===== src/rtl/tinker_pkg.sv =====
// tinker_pkg: shared types and constants for the Tinker instruction fetch unit.
package tinker_pkg;
    localparam int INSTR_W = 32;
    localparam int ADDR_W = 64;
    localparam logic [ADDR_W-1:0] TINKER_RESET_PC = 64'h2000;
    typedef enum logic [1:0] {FETCH, DROP, HALT} fetch_state_t;
endpackage


===== src/rtl/tinker_fetch_fifo.sv =====
// tinker_fetch_fifo: synchronous {word, pc} FIFO with flush; DEPTH must be a power of two >= 2.
module tinker_fetch_fifo
    import tinker_pkg::*;
#(
    parameter int DEPTH = 2
) (
    input  logic                   clk,
    input  logic                   reset,
    input  logic                   push,
    input  logic                   pop,
    input  logic                   flush,
    input  logic [INSTR_W-1:0]     push_word,
    input  logic [ADDR_W-1:0]      push_pc,
    output logic [INSTR_W-1:0]     head_word,
    output logic [ADDR_W-1:0]      head_pc,
    output logic [$clog2(DEPTH):0] count,
    output logic                   full,
    output logic                   empty
);
    localparam int PW = $clog2(DEPTH);
    logic [INSTR_W-1:0] word_q [DEPTH];
    logic [INSTR_W-1:0] word_d [DEPTH];
    logic [ADDR_W-1:0] pc_q [DEPTH];
    logic [ADDR_W-1:0] pc_d [DEPTH];
    logic [PW-1:0] rd_q, rd_d, wr_q, wr_d;
    logic [PW:0] count_q, count_d;

    always_comb begin
        word_d = word_q;
        pc_d = pc_q;
        if (push && !flush) begin
            word_d[wr_q] = push_word;
            pc_d[wr_q] = push_pc;
        end
        rd_d = flush ? '0 : rd_q + PW'(pop);
        wr_d = flush ? '0 : wr_q + PW'(push);
        count_d = flush ? '0 : count_q + (PW+1)'(push) - (PW+1)'(pop);
    end

    always_ff @(posedge clk) begin
        if (reset) begin
            rd_q <= '0;
            wr_q <= '0;
            count_q <= '0;
        end else begin
            rd_q <= rd_d;
            wr_q <= wr_d;
            count_q <= count_d;
        end
        word_q <= word_d;
        pc_q <= pc_d;
    end

    // head reads as zero while empty so stale slots never leak to decode
    assign empty = count_q == '0;
    assign full = count_q == (PW+1)'(DEPTH);
    assign count = count_q;
    assign head_word = empty ? '0 : word_q[rd_q];
    assign head_pc = empty ? '0 : pc_q[rd_q];
endmodule


===== src/rtl/tinker_fetch.sv =====
// tinker_fetch: PC/request sequencer feeding a small instruction FIFO toward decode.
// Define TINKER_FETCH_PERF_EN to add the perf_fetched/perf_dropped counters.
module tinker_fetch
    import tinker_pkg::*;
#(
    parameter logic [ADDR_W-1:0] RESET_PC = TINKER_RESET_PC,
    parameter int FIFO_DEPTH = 2
) (
    input  logic               clk,
    input  logic               reset,
    output logic               mem_req,
    output logic [ADDR_W-1:0]  mem_addr,
    input  logic               mem_ack,
    input  logic [INSTR_W-1:0] mem_rdata,
    output logic               instr_valid,
    input  logic               instr_ready,
    output logic [INSTR_W-1:0] instruction,
    output logic [ADDR_W-1:0]  instr_pc,
    input  logic               redirect_valid,
    input  logic [ADDR_W-1:0]  redirect_pc,
`ifdef TINKER_FETCH_PERF_EN
    output logic [31:0]        perf_fetched,
    output logic [31:0]        perf_dropped,
`endif
    output logic               fetch_fault
);
    localparam int CW = $clog2(FIFO_DEPTH) + 1;
    fetch_state_t state_q, state_d;
    logic [ADDR_W-1:0] pc_q, pc_d, addr_q, addr_d;
    logic req_q, req_d, fault_q, fault_d;
    logic ack, busy, push, pop, full, empty;
    logic [CW-1:0] count, count_nxt;

    always_comb begin
        ack = req_q && mem_ack;
        busy = req_q && !mem_ack;
        pop = !empty && instr_ready && !redirect_valid;
        push = ack && state_q == FETCH && !redirect_valid && (!full || pop);
        count_nxt = redirect_valid ? '0 : count + CW'(push) - CW'(pop);
        pc_d = redirect_valid ? redirect_pc : pc_q + (push ? 64'd4 : 64'd0);
        fault_d = redirect_valid ? |redirect_pc[1:0] : fault_q;
        // an in-flight request must complete (and be discarded) before HALT or a new fetch
        state_d = redirect_valid ? (busy ? DROP : fault_d ? HALT : FETCH)
                : (state_q == DROP && ack) ? (fault_q ? HALT : FETCH) : state_q;
        req_d = busy || (state_d == FETCH && count_nxt < CW'(FIFO_DEPTH));
        addr_d = busy ? addr_q : pc_d;
    end

    always_ff @(posedge clk) begin
        if (reset) begin
            state_q <= FETCH;
            pc_q <= RESET_PC;
            addr_q <= RESET_PC;
            req_q <= 1'b0;
            fault_q <= 1'b0;
        end else begin
            state_q <= state_d;
            pc_q <= pc_d;
            addr_q <= addr_d;
            req_q <= req_d;
            fault_q <= fault_d;
        end
    end

    tinker_fetch_fifo #(.DEPTH(FIFO_DEPTH)) u_fifo (
        .clk       (clk),
        .reset     (reset),
        .push      (push),
        .pop       (pop),
        .flush     (redirect_valid),
        .push_word (mem_rdata),
        .push_pc   (addr_q),
        .head_word (instruction),
        .head_pc   (instr_pc),
        .count     (count),
        .full      (full),
        .empty     (empty)
    );

    assign mem_req = req_q;
    assign mem_addr = addr_q;
    assign instr_valid = !empty;
    assign fetch_fault = fault_q;

`ifdef TINKER_FETCH_PERF_EN
    logic [31:0] fetched_q, fetched_d, dropped_q, dropped_d;
    logic [32:0] fetched_sum, dropped_sum;

    always_comb begin
        fetched_sum = {1'b0, fetched_q} + 33'(push);
        dropped_sum = {1'b0, dropped_q}
                    + 33'(redirect_valid ? count + CW'(ack) : CW'(state_q == DROP && ack));
        fetched_d = fetched_sum[32] ? '1 : fetched_sum[31:0];
        dropped_d = dropped_sum[32] ? '1 : dropped_sum[31:0];
    end

    always_ff @(posedge clk) begin
        if (reset) begin
            fetched_q <= '0;
            dropped_q <= '0;
        end else begin
            fetched_q <= fetched_d;
            dropped_q <= dropped_d;
        end
    end

    assign perf_fetched = fetched_q;
    assign perf_dropped = dropped_q;
`endif
endmodule


===== config.mk =====
export PLATFORM = sky130hd
export DESIGN_NAME = tinker_fetch
export DESIGN_NICKNAME = d
export VERILOG_FILES = /design/src/rtl/tinker_pkg.sv /design/src/rtl/tinker_fetch_fifo.sv /design/src/rtl/tinker_fetch.sv
export SDC_FILE = /design/constraint.sdc
export NUM_CORES = 1
export LEC_CHECK = 0
export ABC_AREA = 1
export CAP_MARGIN = 20
export CORE_MARGIN = 5
export CORE_UTILIZATION = 53
export CTS_CLUSTER_SIZE = 28
export DETAILED_ROUTE_END_ITERATION = 7
export GPL_TIMING_DRIVEN = 0
export PLACE_DENSITY = 0.84
export SYNTH_ARGS = -nofsm -noshare
export SYNTH_HDL_FRONTEND = slang
export SYNTH_SLANG_ARGS = --single-unit

===== constraint.sdc =====
create_clock -name clk -period 7.59 [get_ports clk]
set_clock_uncertainty 0.2 [all_clocks]
set_input_delay 1.1385 -clock clk [delete_from_list [all_inputs] [get_ports clk]]
set_output_delay 1.1385 -clock clk [all_outputs]
set_load 0.05 [all_outputs]

==> results.yml <==
yosys:
  syn_inst: 1656
  synth-seq-area-share_pct: 58.9
  syn-cell-area_sq_um: 14400
  synth_area_per_cell_sq_um: 8.71
  synth_fp_nets: 1761
  ys_types: 40
  ys_seq_elements: 328
  yosysWarningCount: 0
sta:
  worst-slew-pin-transition_ps: 1120
  relSlewSlack_pct: 24.9
  setup_viol: 0
  rsz0062_at_grt: "false"
  hold_violations: 0
  period_share_pct: 65.7
  whs_ps: 277
  clock.fmax_mhz: 200
  setup_ws_ps: 2600
  setup_tns_ps: 0
  period_minus_slack_ps: 4990
  slew_violations: 0
clock_tree:
  cts_sinks: 328
  cts-root-buf: "clkbuf_16"
  cts_buffer_depth: 3
  path_clk_slew_ps: 60
  post_cts_buffers: 0
  cts_tree: "built"
  clock_latency_ps: 520
  cts_buffers: 34
  ctsHoldBuffers: 0
  h-tree-depth: 2
  cts-resized-gates: 0
worst_setup_path:
  rrSetupSlack_ps: 3940
  crit_start: "u_fifo.rd_q$_SDFF_PP0_"
  crit_fanout: 10
  cp_data_arrival_time_ps: 3650
  reg2regPathDepth: 15
  startpoint_type: "flip-flop"
  crit_type: "reg -> out"
  crit-reg2reg-launch: "u_fifo.count[1]$_SDFF_PP0_"
  end_kind: "output pin"
  required_ps: 6250
power:
  combPwrFrac_pct: 11.3
  p_sw_share_pct: 25.8
  p_sw_mw: 1.05
  leakage_nw: 7.58
  clkPwrFrac_pct: 39.4
  peakVddDrop_mv: 0.141
  power.density_nw_per_um2: 218
  p_int_mw: 3.03
  seq_power_share_pct: 49.3
  power.total_mw: 4.08
flow_run:
  drv_cap: 0
grt:
  globalRoute.totalOverflow: 0
  grt_max_degree: 35
  grt_usage_pct: 30.0
  grt_pass1_wl_um: 71100
  antenna_found_initial: 1
  grt_pass1_vias: 12400
floorplanning:
  placementRows: 60
  start_util_pct: 53.6
  die_height_um: 175
  die-area_sq_um: 30600
  fp.dieW_um: 175
  core_sq_um: 26900
  ios: 264
final_layout:
  final_cell_mix: "nand2_1, clkdlybuf4s50_1, edfxtp_1"
  finalNetCount: 2065
  area_growth_pct: 29.6
  layout_commonest_cell: "nand2_1"
  layout-drive-gt1-share_pct: 5.54
routing:
  avgRoutedWirePerCell_um: 20.4
  vias: 12800
  drt_wl_total_um: 47400
  antenna_left: 0
  drt_iter0_drc: 1210
  drt_first_pass_iters: 7
  viasPerCell: 5.51
  drc: 0
placed_design:
  post-place-ws_ps: 3200
  port-buffer-count: 262
  dp_hpwl_um: 35500
  place.gp.congestion: 0.949
min_path:
  min-delay-start: "mem_addr[40]$_SDFFE_PP0N_"
  hold_path.class: "reg -> reg"
  hold_depth: 0
status:
  status: "finished clean"
[metal layers]
metal,routed length (um),up-vias,track usage (%)
li1,-,5999,-
met1,19200,6091,40.0
met2,22500,628,49.4
met3,4060,109,5.93
met4,1640,0,10.4
met5,0,-,0
[metrics by stage]
stage                     instances  utilization (%)  area (sq um)
after floorplan                1656                -         14400
after global placement         2259             65.0         17500
after detailed placement       2265             65.5         17600
after CTS                      2327             69.5         18700
after global routing           2328             69.5         18700
final                          2328             69.5         18700
[logic make-up after synthesis]
| family | after synthesis | share of synthesized area (%) |
|---|---|---|
| buf+inv | 244 | 6.54 |
| flops | 328 | 58.9 |
| xor+xnor | 21 | 1.28 |
| simple gates | 805 | 23.5 |
| compound gates | 252 | 9.34 |
| mux | 2 | 0.139 |
| fa+ha+maj | 4 | 0.347 |
[cells in the mapped netlist]
cell,number,area [sq um]
nand2_1,504,1890
edfxtp_1,192,5770
inv_1,169,634
a21oi_1,150,751
nor2_1,147,552
dfxtp_1,136,2720
nand3_1,101,505
o21ai_0,68,340
clkbuf_1,58,218
o21bai_1,18,135
or2_2,13,81.3
xnor2_1,13,114
buf_2,8,40.0
nand4_1,8,50.1
xor2_1,8,70.1
nand2_4,7,78.8
o211ai_1,7,52.6
nor2_2,5,31.3
ha_1,4,50.1
nand2_2,4,25.0
nor2_4,4,45.0
buf_1,3,11.3
nand3b_1,3,22.5
nor2_8,3,60.1
o21ai_1,3,15.0
inv_2,2,7.51
mux2i_1,2,20.0
nand3_2,2,20.0
nor3_1,2,10.0
o21bai_2,2,22.5
a21o_1,1,7.51
a22oi_1,1,7.51
a31oi_1,1,6.26
and2_1,1,6.26
buf_4,1,7.51
clkbuf_4,1,7.51
clkbuf_8,1,13.8
clkinv_1,1,3.75
nor3b_1,1,7.51
o221ai_1,1,8.76
[worst max-delay path, stage by stage, from the launching register on]
cell	delay, ps
dfxtp_1	300
clkbuf_1	310
inv_2	290
clkbuf_1	520
buf_1	450
nand2_1	110
a21oi_1	260
clkdlybuf4s50_1	880
[power groups by stage]
stage	sequential (mW)	combinational (mW)	clock, mW
after detailed placement	2.05	0.454	0
after floorplan	2.13	0.159	0
after CTS	2.01	0.459	1.61
after global routing	2.02	0.490	1.70
final	2.01	0.462	1.61
after global placement	2.05	0.443	0
[registers in the layout, summed over array words and instances, names as in the netlist]
register,cells
fetch_fault,1
mem_addr,64
mem_req,1
pc_q,64
state_q,2
u_fifo.count,2
u_fifo.pc_q,128
u_fifo.rd_q,1
u_fifo.word_q,64
u_fifo.wr_q,1
[area by class of cell]
type | instances | area (sq um)
antenna | 1 | 2.50
sequential | 328 | 8490
clock buffer | 49 | 991
multi-input combinational | 1084 | 5000
fill | 2025 | 8190
inverter | 172 | 646
clock inverter | 13 | 86.3
timing repair buffer | 268 | 2740
buffer | 72 | 298
tap | 341 | 427
[final timing paths]
path                                    end
setup / recovery             instruction[2]
hold / removal    u_fifo.pc_q[40]$_DFFE_PP_
setup reg to reg  mem_addr[14]$_SDFFE_PP0N_
hold reg to reg   u_fifo.pc_q[40]$_DFFE_PP_
No activity file was read; power rests on OpenSTA's default activity.
